`config.mk`:
```
export PLATFORM = sky130hd
export DESIGN_NAME = cp_bus_waitgen
export DESIGN_NICKNAME = d
export VERILOG_FILES = /design/src/rtl/cp_bus_waitgen.sv
export SDC_FILE = /design/constraint.sdc
export NUM_CORES = 1
export LEC_CHECK = 0
export BUFFER_PORTS_ARGS = -buffer_cell sky130_fd_sc_hd__buf_2
export CORE_ASPECT_RATIO = 2
export CORE_MARGIN = 1.5
export CORE_UTILIZATION = 42
export DETAILED_ROUTE_END_ITERATION = 6
export SLEW_MARGIN = 40
export SYNTH_ARGS = -nofsm -noshare
export SYNTH_HDL_FRONTEND = slang
export SYNTH_SLANG_ARGS = --single-unit
```
`constraint.sdc`:
```
create_clock -name CLK -period 3.1 [get_ports CLK]
set_input_delay 0.31 -clock CLK [delete_from_list [all_inputs] [get_ports CLK]]
set_output_delay 0.31 -clock CLK [all_outputs]
set_load 0.005 [all_outputs]
```
`src/rtl/cp_bus_waitgen.sv`:
```
// uPD7801 CP1/CP2 strobe generator with per-region chip selects and wait-state insertion.
// WAITB is low for N CP1 periods per new access; EXT_WAITB is ANDed in combinationally.
module cp_bus_waitgen #(
    parameter int DIV = 1,
    parameter int RB  = 1,
    parameter int WW  = 4,
    parameter logic [(1<<RB)*WW-1:0] WAITS = {WW'(1), WW'(0)}
) (
    input  logic                 CLK,
    input  logic                 RES,
    input  logic [15:0]          A,
    input  logic                 A_OE,
    input  logic                 RDB,
    input  logic                 WRB,
    input  logic                 EXT_WAITB,
    output logic                 CP1_POSEDGE,
    output logic                 CP1_NEGEDGE,
    output logic                 CP2_POSEDGE,
    output logic                 CP2_NEGEDGE,
    output logic [(1<<RB)-1:0]   CS_N,
    output logic                 WAITB
);

    localparam int NREG = 1 << RB;
    localparam int DW   = (DIV > 1) ? $clog2(DIV) : 1;

    logic [DW-1:0] div_q, div_d;
    logic [1:0]    quad_q, quad_d;
    logic [3:0]    strb_q, strb_d;
    logic          wrap;

    logic [15:0]   addr_q, addr_d;
    logic          act_q, act_d;
    logic          wait_q, wait_d;
    logic [WW-1:0] cnt_q, cnt_d;

    logic [RB-1:0] region;
    logic [WW-1:0] n_sel;
    logic          strobe;
    logic          new_acc;

    // Quadrant starts at 3 so the first wrap enters quadrant 0 (CP1 rise).
    always_comb begin
        wrap   = (div_q == DW'(DIV - 1));
        div_d  = wrap ? '0 : div_q + 1'b1;
        quad_d = wrap ? quad_q + 2'd1 : quad_q;
        strb_d = 4'b0000;
        if (wrap) begin
            strb_d[quad_d] = 1'b1;
        end
    end

    always_comb begin
        region = A[15 -: RB];
        n_sel  = WAITS[int'(region)*WW +: WW];
        for (int i = 0; i < NREG; i++) begin
            CS_N[i] = ~(A_OE & (region == RB'(i)));
        end
    end

    always_comb begin
        strobe  = A_OE & (~RDB | ~WRB);
        new_acc = strobe & (~act_q | (A != addr_q));
        addr_d  = addr_q;
        act_d   = act_q;
        wait_d  = wait_q;
        cnt_d   = cnt_q;
        if (strb_q[0]) begin
            if (!strobe) begin
                act_d  = 1'b0;
                cnt_d  = '0;
                wait_d = 1'b1;
            end else if (new_acc) begin
                addr_d = A;
                act_d  = 1'b1;
                if (n_sel == '0) begin
                    wait_d = 1'b1;
                    cnt_d  = '0;
                end else begin
                    wait_d = 1'b0;
                    cnt_d  = n_sel - WW'(1);
                end
            end else if (!wait_q && (cnt_q == '0)) begin
                wait_d = 1'b1;
            end else if (cnt_q != '0) begin
                cnt_d = cnt_q - WW'(1);
            end
        end
    end

    always_ff @(posedge CLK or posedge RES) begin
        if (RES) begin
            div_q  <= '0;
            quad_q <= 2'd3;
            strb_q <= 4'b0000;
            addr_q <= '0;
            act_q  <= 1'b0;
            wait_q <= 1'b1;
            cnt_q  <= '0;
        end else begin
            div_q  <= div_d;
            quad_q <= quad_d;
            strb_q <= strb_d;
            addr_q <= addr_d;
            act_q  <= act_d;
            wait_q <= wait_d;
            cnt_q  <= cnt_d;
        end
    end

    assign CP1_POSEDGE = strb_q[0];
    assign CP1_NEGEDGE = strb_q[1];
    assign CP2_POSEDGE = strb_q[2];
    assign CP2_NEGEDGE = strb_q[3];
    assign WAITB       = wait_q & EXT_WAITB;

endmodule

```
==> run summary, run 1 <==
====================================================================================================
Initial antenna violation count                                                                    0
Layout net count                                                                                 175
CTS tree                                                                                        done
Reg2reg end                                                                                addr_q[2]
Data required time of the critical path                                                      3.27 ns
Hold Fails Final Rpt                                                                               0
Worst hold slack                                                                           0.0806 ns
Clock-pin slew reported for the worst setup and hold paths after clock tree synthesis        0.09 ns
Dpl hpwl                                                                                     2000 um
Max VDD drop                                                                                0.316 mV
Synthesized Nets                                                                                 144
Per-cell via count in the routed design                                                         5.51
Post-route clock period utilization                                                            0.628
Failing checks                                                                          design-rule violations
Nature of the critical path startpoint                                                      register
Share of the yosys chip area belonging to registers                                            0.490
Type of the tightest min-delay check                                                     in -> async
Worst setup path category                                                                 reg -> reg
Cells resized by post-CTS repair                                                                   0
Worst Max-Slew Pin Slew                                                                     0.572 ns
Cells after synthesis                                                                            117
Detailed-route DRC error count                                                                     3
Die width                                                                                    44.4 um
Overall power after layout                                                                    760 uW
Synth warnings                                                                                     0
Via count                                                                                        981
Max-slew violations                                                                                0
Buffer type at the clock tree root                                                      sky130_fd_sc_hd__clkbuf_8
Final critical-path required period                                                          1.95 ns
Status                                                                                  finished, violations left
Total length of routed wires                                                                 2590 um
Post-Route Setup TNS                                                                            0 ns
Number of distinct library cells after synthesis                                                  32
Average cell area after synthesis                                                          12.3 um^2
Sort of element at the end of the critical path                                             register
RePlAce Congestion                                                                             0.836
Synthesized flop and latch total                                                                  28
Upper clock frequency limit                                                                  513 MHz
Reg2Reg Setup Slack                                                                          1.15 ns
Number of max-capacitance violations reported                                                      0
Reg2Reg Depth                                                                                      5
Std-Cell Rows                                                                                     29
Worst-Skew Late Latency                                                                      0.27 ns
Total power per unit cell area                                                           457 nW/um^2
Summed area of non-filler cells in the final layout                                        1670 um^2
Global-route wire length before repair                                                       4440 um
Worst-path fanout max                                                                             12
Congestion Overflow GR                                                                             0
Number of I/O pins                                                                                29
Fraction of the core area covered by cells at the end of the flow                              0.516
DR WL/cell                                                                                   14.5 um
Iteration count of the initial detailed-routing pass                                               7
Buffers on Ports                                                                                  28
Buffers inserted by post-CTS timing repair                                                         0
Startpoint of the lowest-slack register-to-register path                                   addr_q[6]
Proportion of layout cells with a drive suffix above 1                                         0.388
Post-route antenna net violation count                                                             0
Worst path arrival time                                                                      2.11 ns
Clk sinks                                                                                         28
Setup clock skew after layout                                                             0.00271 ns
Detailed Route Iter0 Violations                                                                   19
Tightest slew margin relative to the limit                                                     0.618
Num CTS Buffers                                                                                    3
Setup violators final                                                                              0
Via count of the first global-routing pass                                                      1056
Post-CTS Hold Buffers                                                                              0
Initial Util                                                                                   0.446
Level count of the clock H-tree                                                                    1
Leakage power figure                                                                        0.747 nW
Area Overhead vs Synth                                                                         15.7%
Unrepaired setup endpoints after global routing                                                false
Total placed instance area                                                                 1600 um^2
Die height                                                                                   85.8 um
All-Layer GR Usage                                                                             0.153
Diode count                                                                                        0
Die Footprint                                                                              3810 um^2
Post-synthesis instance area                                                               1440 um^2
Core footprint                                                                             3230 um^2
Maximum number of pins on one net before global-route repair                                      29
Clk buf depth                                                                                      2
====================================================================================================
-- metal layers --
metal | global-route usage | share of wire
met5 | 0 | 0
met4 | 0.0716 | 0.019
met3 | 0.0211 | 0.028
met2 | 0.277 | 0.57
met1 | 0.168 | 0.39
-- report_power, final --
group | internal [mW] | leakage [nW] | switching [mW]
Combinational | 0.0698 | 0.379 | 0.0507
Sequential | 0.395 | 0.339 | 0.0210
Clock | 0.114 | 0.0288 | 0.110
Total | 0.578 | 0.747 | 0.182
-- final cells by class --
type,instances,area (um^2)
multi-input cells,79,697
well taps,31,38.8
flip-flops and latches,28,704
fillers,281,1560
repair buffers,28,140
inverters,8,30.0
clock buffers,4,55.1
-- cells by family after synthesis --
kind of cell             after synthesis  share of synthesized area
AND/OR/NAND/NOR                       30                      0.125
flip-flops                            28                      0.490
multiplexers                          16                      0.149
buffers and inverters                 10                     0.0313
AO/OA/AOI/OAI                         12                     0.0591
XOR/XNOR                              16                      0.103
adder cells (fa/ha/maj)                5                     0.0435
-- Yosys cell counts (all sizes together) --
| master | number | share of area |
|---|---|---|
| dfrtp | 25 | 0.43 |
| mux2 | 16 | 0.15 |
| xnor2 | 13 | 0.084 |
| inv | 8 | 0.021 |
| ha | 5 | 0.043 |
| nand2 | 5 | 0.013 |
| nand4 | 4 | 0.017 |
| nor2 | 4 | 0.010 |
| o21ai | 4 | 0.014 |
| and4 | 3 | 0.018 |
| dfstp | 3 | 0.055 |
| nor3 | 3 | 0.014 |
| xor2 | 3 | 0.018 |
| a21oi | 2 | 0.0096 |
| a32oi | 2 | 0.012 |
| and2 | 2 | 0.0087 |
| and3 | 2 | 0.0087 |
| nand3 | 2 | 0.0070 |
| nor3b | 2 | 0.010 |
| nor4 | 2 | 0.013 |
| a31o | 1 | 0.0061 |
| buf | 1 | 0.0078 |
| clkbuf | 1 | 0.0026 |
| nand2b | 1 | 0.0044 |
| o2111ai | 1 | 0.0061 |
| o211ai | 1 | 0.0052 |
| o41ai | 1 | 0.0061 |
-- through the flow --
stage	std cells	setup slack, ns
after floorplan	117	1.42
after global routing	178	1.02
after global placement	174	0.985
after CTS	178	1.09
after detailed placement	174	0.929
final	178	1.15
-- cell usage in the layout, fill, tap and decap left out, drive strengths merged, types with 2 or more instances in the layout --
cell type / Yosys / final
a21oi: 2 / 2
a32oi: 2 / 2
and2: 2 / 2
and3: 2 / 2
and4: 3 / 3
buf: 1 / 28
clkbuf: 1 / 4
dfrtp: 25 / 25
dfstp: 3 / 3
ha: 5 / 5
inv: 8 / 8
mux2: 16 / 16
nand2: 5 / 5
nand3: 2 / 2
nand4: 4 / 4
nor2: 4 / 4
nor3: 3 / 3
nor3b: 2 / 2
nor4: 2 / 2
o21ai: 4 / 4
xnor2: 13 / 13
xor2: 3 / 3
-- how the worst max path moves through the flow --
stage	from	to	slack, ns	depth (start not counted)
global placement	RDB	addr_q[4]	0.99	6
CTS	addr_q[6]	addr_q[3]	1.09	5
detailed placement	RDB	addr_q[3]	0.93	6
finish	addr_q[6]	addr_q[2]	1.15	5
global route	addr_q[6]	addr_q[14]	1.02	5
floorplan	addr_q[6]	addr_q[0]	1.42	6
-- worst max-delay path: stages, from the launching register on --
cell and delay (ns):
sky130_fd_sc_hd__dfrtp_1 0.40, sky130_fd_sc_hd__xnor2_1 0.19, sky130_fd_sc_hd__nand4_1 0.17, sky130_fd_sc_hd__nor4_2 0.49
sky130_fd_sc_hd__a21oi_4 0.24, sky130_fd_sc_hd__mux2_4 0.35
-- sequential cells by signal (all words and copies together), names as in the netlist --
name    cells
addr_q     16
cnt_q       4
strb_q      4
quad_q      2
act_q       1
wait_q      1
(Power assumes the default switching activity.)
==> run 2: changes to the inputs <==
--- a/config.mk
+++ b/config.mk
@@ -5,6 +5,7 @@
 export SDC_FILE = /design/constraint.sdc
 export NUM_CORES = 1
 export LEC_CHECK = 0
+export ABC_AREA = 1
 export BUFFER_PORTS_ARGS = -buffer_cell sky130_fd_sc_hd__buf_2
 export CORE_ASPECT_RATIO = 2
 export CORE_MARGIN = 1.5
==> constraint.sdc (replaced) <==
create_clock -name CLK -period 2.02 [get_ports CLK]
set_input_delay 0.202 -clock CLK [delete_from_list [all_inputs] [get_ports CLK]]
set_output_delay 0.202 -clock CLK [all_outputs]
set_load 0.005 [all_outputs]
==> run 2 against run 1 <==
Effect of this change:
- the flow now finishes without violations
- synthesized area rose by 11%
- die area rose by 10%
- sequential power rose by 51%
- synthesized cell count rose by 78%
- core utilization fell by 0.88 points
- clock power rose by 53%
- non-clock buffer count rose by 5
- clock-buffer cell count did not move
- global-route usage barely moved
- cell area rose by 11%
- routed wire length rose by 6.9%
- hold slack improved by 0.062 ns
- critical endpoint is now addr_q[0]
==> run summary, run 2 <==
====================================================================================================
Comb pwr share                                                                                 0.164   +0.006
Dpl hpwl                                                                                     2130 um   +6.4%
Leading post-synthesis cells by instance count                                          sky130_fd_sc_hd__nand2_1 (81), sky130_fd_sc_hd__inv_1 (42), sky130_fd_sc_hd__dfrtp_1 (25)
RePlAce Congestion                                                                             0.784   -6.2%
Worst-path fanout max                                                                             31   +19
Cell Chain, Critical Path                                                               xnor2_1 -> nand2_1 -> nor2_1 -> nand3_2 -> nand3_4 -> inv_1 -> nand2_1 -> nand2_1
Clock share of power                                                                           0.295   about the same
Tightest slew margin relative to the limit                                                     0.734   +0.116
Via count of the first global-routing pass                                                      1232   +17%
Cell-internal power                                                                           856 uW   +48%
Delay contributed by the slowest stage of the critical path                                  0.40 ns   -0.09 ns
Post-Route Setup TNS                                                                            0 ns   unchanged
Synth area leader                                                                       sky130_fd_sc_hd__dfrtp_1
DR WL/cell                                                                                   9.50 um   -35%
Total power per unit cell area                                                           628 nW/um^2   +37%
Detailed-route DRC error count                                                                     0   -3
WP buf/inv                                                                                         1   +1
Detailed Route Iter0 Violations                                                                   18   -1
Max VDD drop                                                                                0.487 mV   +54%
Most flop-heavy register                                                                      addr_q
Via count                                                                                       1265   +29%
Post-synth ARST share                                                                           1.00   unchanged
Crit path max-delay family                                                              simple AND/OR/NAND/NOR gates
Clk buf depth                                                                                      2   unchanged
Most common cell after layout, fill and taps aside                                      sky130_fd_sc_hd__nand2_1
Upper clock frequency limit                                                                  584 MHz   +14%
Die height                                                                                   90.2 um   +5.2%
Std-Cell Rows                                                                                     31   +6.9%
Maximum number of pins on one net before global-route repair                                      32   +10%
Worst setup path category                                                                 reg -> reg
Most frequent cell after synthesis                                                      sky130_fd_sc_hd__nand2_1
Num CTS Buffers                                                                                    3   unchanged
Type of the tightest min-delay check                                                       in -> reg
Nature of the critical path startpoint                                                      register
Initial antenna violation count                                                                    0   unchanged
Layout net count                                                                                 270   +54%
Diode count                                                                                        0   unchanged
Area Overhead vs Synth                                                                         15.7%   about the same
Buffers on Ports                                                                                  28   unchanged
Final critical-path required period                                                          1.71 ns   -0.236 ns
Die Footprint                                                                              4210 um^2   +10%
Number of I/O pins                                                                                29   unchanged
All-Layer GR Usage                                                                             0.153   -0.000433
Cell types occupying the most area after synthesis                                      sky130_fd_sc_hd__dfrtp_1 (39%), sky130_fd_sc_hd__nand2_1 (19%), sky130_fd_sc_hd__inv_1 (9.9%)
Worst path arrival time                                                                      1.88 ns   -0.23 ns
Setup clock skew after layout                                                             0.00615 ns   +0.00344 ns
Congestion Overflow GR                                                                             0   unchanged
Die width                                                                                    46.6 um   +5.0%
Worst-Skew Late Latency                                                                      0.27 ns   about the same
Sw frac                                                                                        0.262   +0.0228
Number of flip-flops in the largest register                                                      16   unchanged
Status                                                                                  complete, no violations
Total length of routed wires                                                                 2760 um   +6.9%
Buffers inserted by post-CTS timing repair                                                         0   unchanged
Unrepaired setup endpoints after global routing                                                false
Synthesized flop and latch total                                                                  28   unchanged
Per-cell via count in the routed design                                                         4.35   -21%
Net switching power                                                                           304 uW   +67%
Cell with the biggest individual delay on the critical path                             sky130_fd_sc_hd__dfrtp_1
Average cell area after synthesis                                                          7.68 um^2   -38%
CTS tree                                                                                        done
Dominant synthesized flop cell                                                          sky130_fd_sc_hd__dfrtp_1
Worst path most repeated cell                                                           sky130_fd_sc_hd__nand2_1
Number of max-capacitance violations reported                                                      0   unchanged
Iteration count of the initial detailed-routing pass                                               4   -3
EDFF count, synth                                                                                  0   unchanged
Portion of synthesized cell area occupied by the leading cell type                             0.392   -0.0432
Synthesized Nets                                                                                 235   +63%
Global-route wire length before repair                                                       4900 um   +10%
Largest registers ranked by flip-flop count                                             addr_q x16, cnt_q x4, strb_q x4
Post-route antenna net violation count                                                             0   unchanged
Post-synthesis instance area                                                               1600 um^2   +11%
Share of the yosys chip area belonging to registers                                            0.441   -0.0487
Proportion of layout cells with a drive suffix above 1                                         0.236   -0.152
Number of distinct library cells after synthesis                                                  22   -31%
Cells after synthesis                                                                            208   +78%
Share of power burned in registers                                                             0.542   -0.005
Clk sinks                                                                                         28   unchanged
Buffer type at the clock tree root                                                      sky130_fd_sc_hd__clkbuf_8
Clock-pin slew reported for the worst setup and hold paths after clock tree synthesis        0.10 ns   about the same
Leakage power figure                                                                         1.06 nW   +42%
Data required time of the critical path                                                      2.19 ns   -1.08 ns
Initial Util                                                                                   0.438   -0.00733
Overall power after layout                                                                   1.16 mW   +53%
Core footprint                                                                             3650 um^2   +13%
Post-route clock period utilization                                                            0.847   +0.219
Worst Max-Slew Pin Slew                                                                     0.400 ns   -0.173 ns
Hold Fails Final Rpt                                                                               0   unchanged
Level count of the clock H-tree                                                                    1   unchanged
Max-slew violations                                                                                0   unchanged
Setup violators final                                                                              0   unchanged
Synth warnings                                                                                     0   unchanged
Commonest cells after routing, fill and taps aside                                      sky130_fd_sc_hd__nand2_1 (81), sky130_fd_sc_hd__inv_1 (42), sky130_fd_sc_hd__buf_2 (28)
Sort of element at the end of the critical path                                             register
====================================================================================================
-- run 2: cell types whose count changed after synthesis, moves of 9 or more --
cell,change
sky130_fd_sc_hd__inv_1,+34
sky130_fd_sc_hd__mux2_4,-9
sky130_fd_sc_hd__nand2_1,+76
sky130_fd_sc_hd__nor2_1,+10
sky130_fd_sc_hd__o21ai_2,+12
sky130_fd_sc_hd__xnor2_1,-9
-- run 2: per-stage QoR --
step | hold slack [ns] | cells | utilization | worst slack [ns] | instance area [um^2]
2_1_floorplan | 0.265 | 208 | - | 0.678 | 1600
3_3_place_gp | 0.291 | 286 | 0.489 | 0.323 | 1780
3_5_place_dp | 0.293 | 286 | 0.489 | 0.317 | 1780
4_1_cts | 0.136 | 291 | 0.507 | 0.300 | 1850
5_1_grt | 0.149 | 291 | 0.507 | 0.0962 | 1850
6_report | 0.142 | 291 | 0.507 | 0.308 | 1850
-- run 2: cells by family after synthesis --
family	Yosys count	synth area share
XOR/XNOR	5	0.0274
flip-flops	28	0.441
buffers and inverters	46	0.130
AND/OR/NAND/NOR	109	0.283
adder cells (fa/ha/maj)	5	0.0392
AO/OA/AOI/OAI	15	0.0791
-- run 2: path summary, 6_finish.rpt --
kind / end / startpoint / depth (start not counted) / slack, ns
setup / recovery: addr_q[0] / addr_q[6] / 8 / 0.31
hold / removal: addr_q[6] / A[6] / 3 / 0.14
setup reg to reg: addr_q[0] / addr_q[6] / 8 / 0.31
hold reg to reg: wait_q / wait_q / 2 / 0.47
max in group asynchronous: quad_q[1] / RES / 4 / 1.16
min in group asynchronous: addr_q[2] / RES / 4 / 0.55
-- run 2: timing repair --
| action | in CTS | in global routing |
|---|---|---|
| endpoints found under the hold margin | 25 | 0 |
| hold buffers | 1 | 0 |
| setup endpoints to repair | 0 | 0 |
| resized for setup | 0 | 0 |
-- run 2: area by class of cell --
cell class              instances  area, um^2
fillers                       407        1800
flip-flops and latches         28         704
multi-input cells             134         686
repair buffers                 33         180
inverters                      43         161
well taps                      49        61.3
clock buffers                   4        55.1
-- run 2: tightest hold or removal path, stage by stage --
cell and delay [ns]:
sky130_fd_sc_hd__buf_2 0.09, sky130_fd_sc_hd__nand2_1 0.05, sky130_fd_sc_hd__nand2_1 0.04
-- run 2: per-layer routing --
| layer | vias up | routed length [um] | GRT usage |
|---|---|---|---|
| met5 | - | 0 | 0 |
| met4 | 0 | 34 | 0.0486 |
| met3 | 2 | 48 | 0.0181 |
| met2 | 14 | 1560 | 0.277 |
| met1 | 566 | 1120 | 0.173 |
| li1 | 683 | - | - |
-- run 2: power by group through the flow --
stage | logic, mW | registers (mW) | clock network [mW]
6_report | 0.190 | 0.629 | 0.342
3_3_place_gp | 0.192 | 0.639 | 0
5_1_grt | 0.224 | 0.634 | 0.383
3_5_place_dp | 0.192 | 0.640 | 0
4_1_cts | 0.195 | 0.629 | 0.361
2_1_floorplan | 0.139 | 0.634 | 0
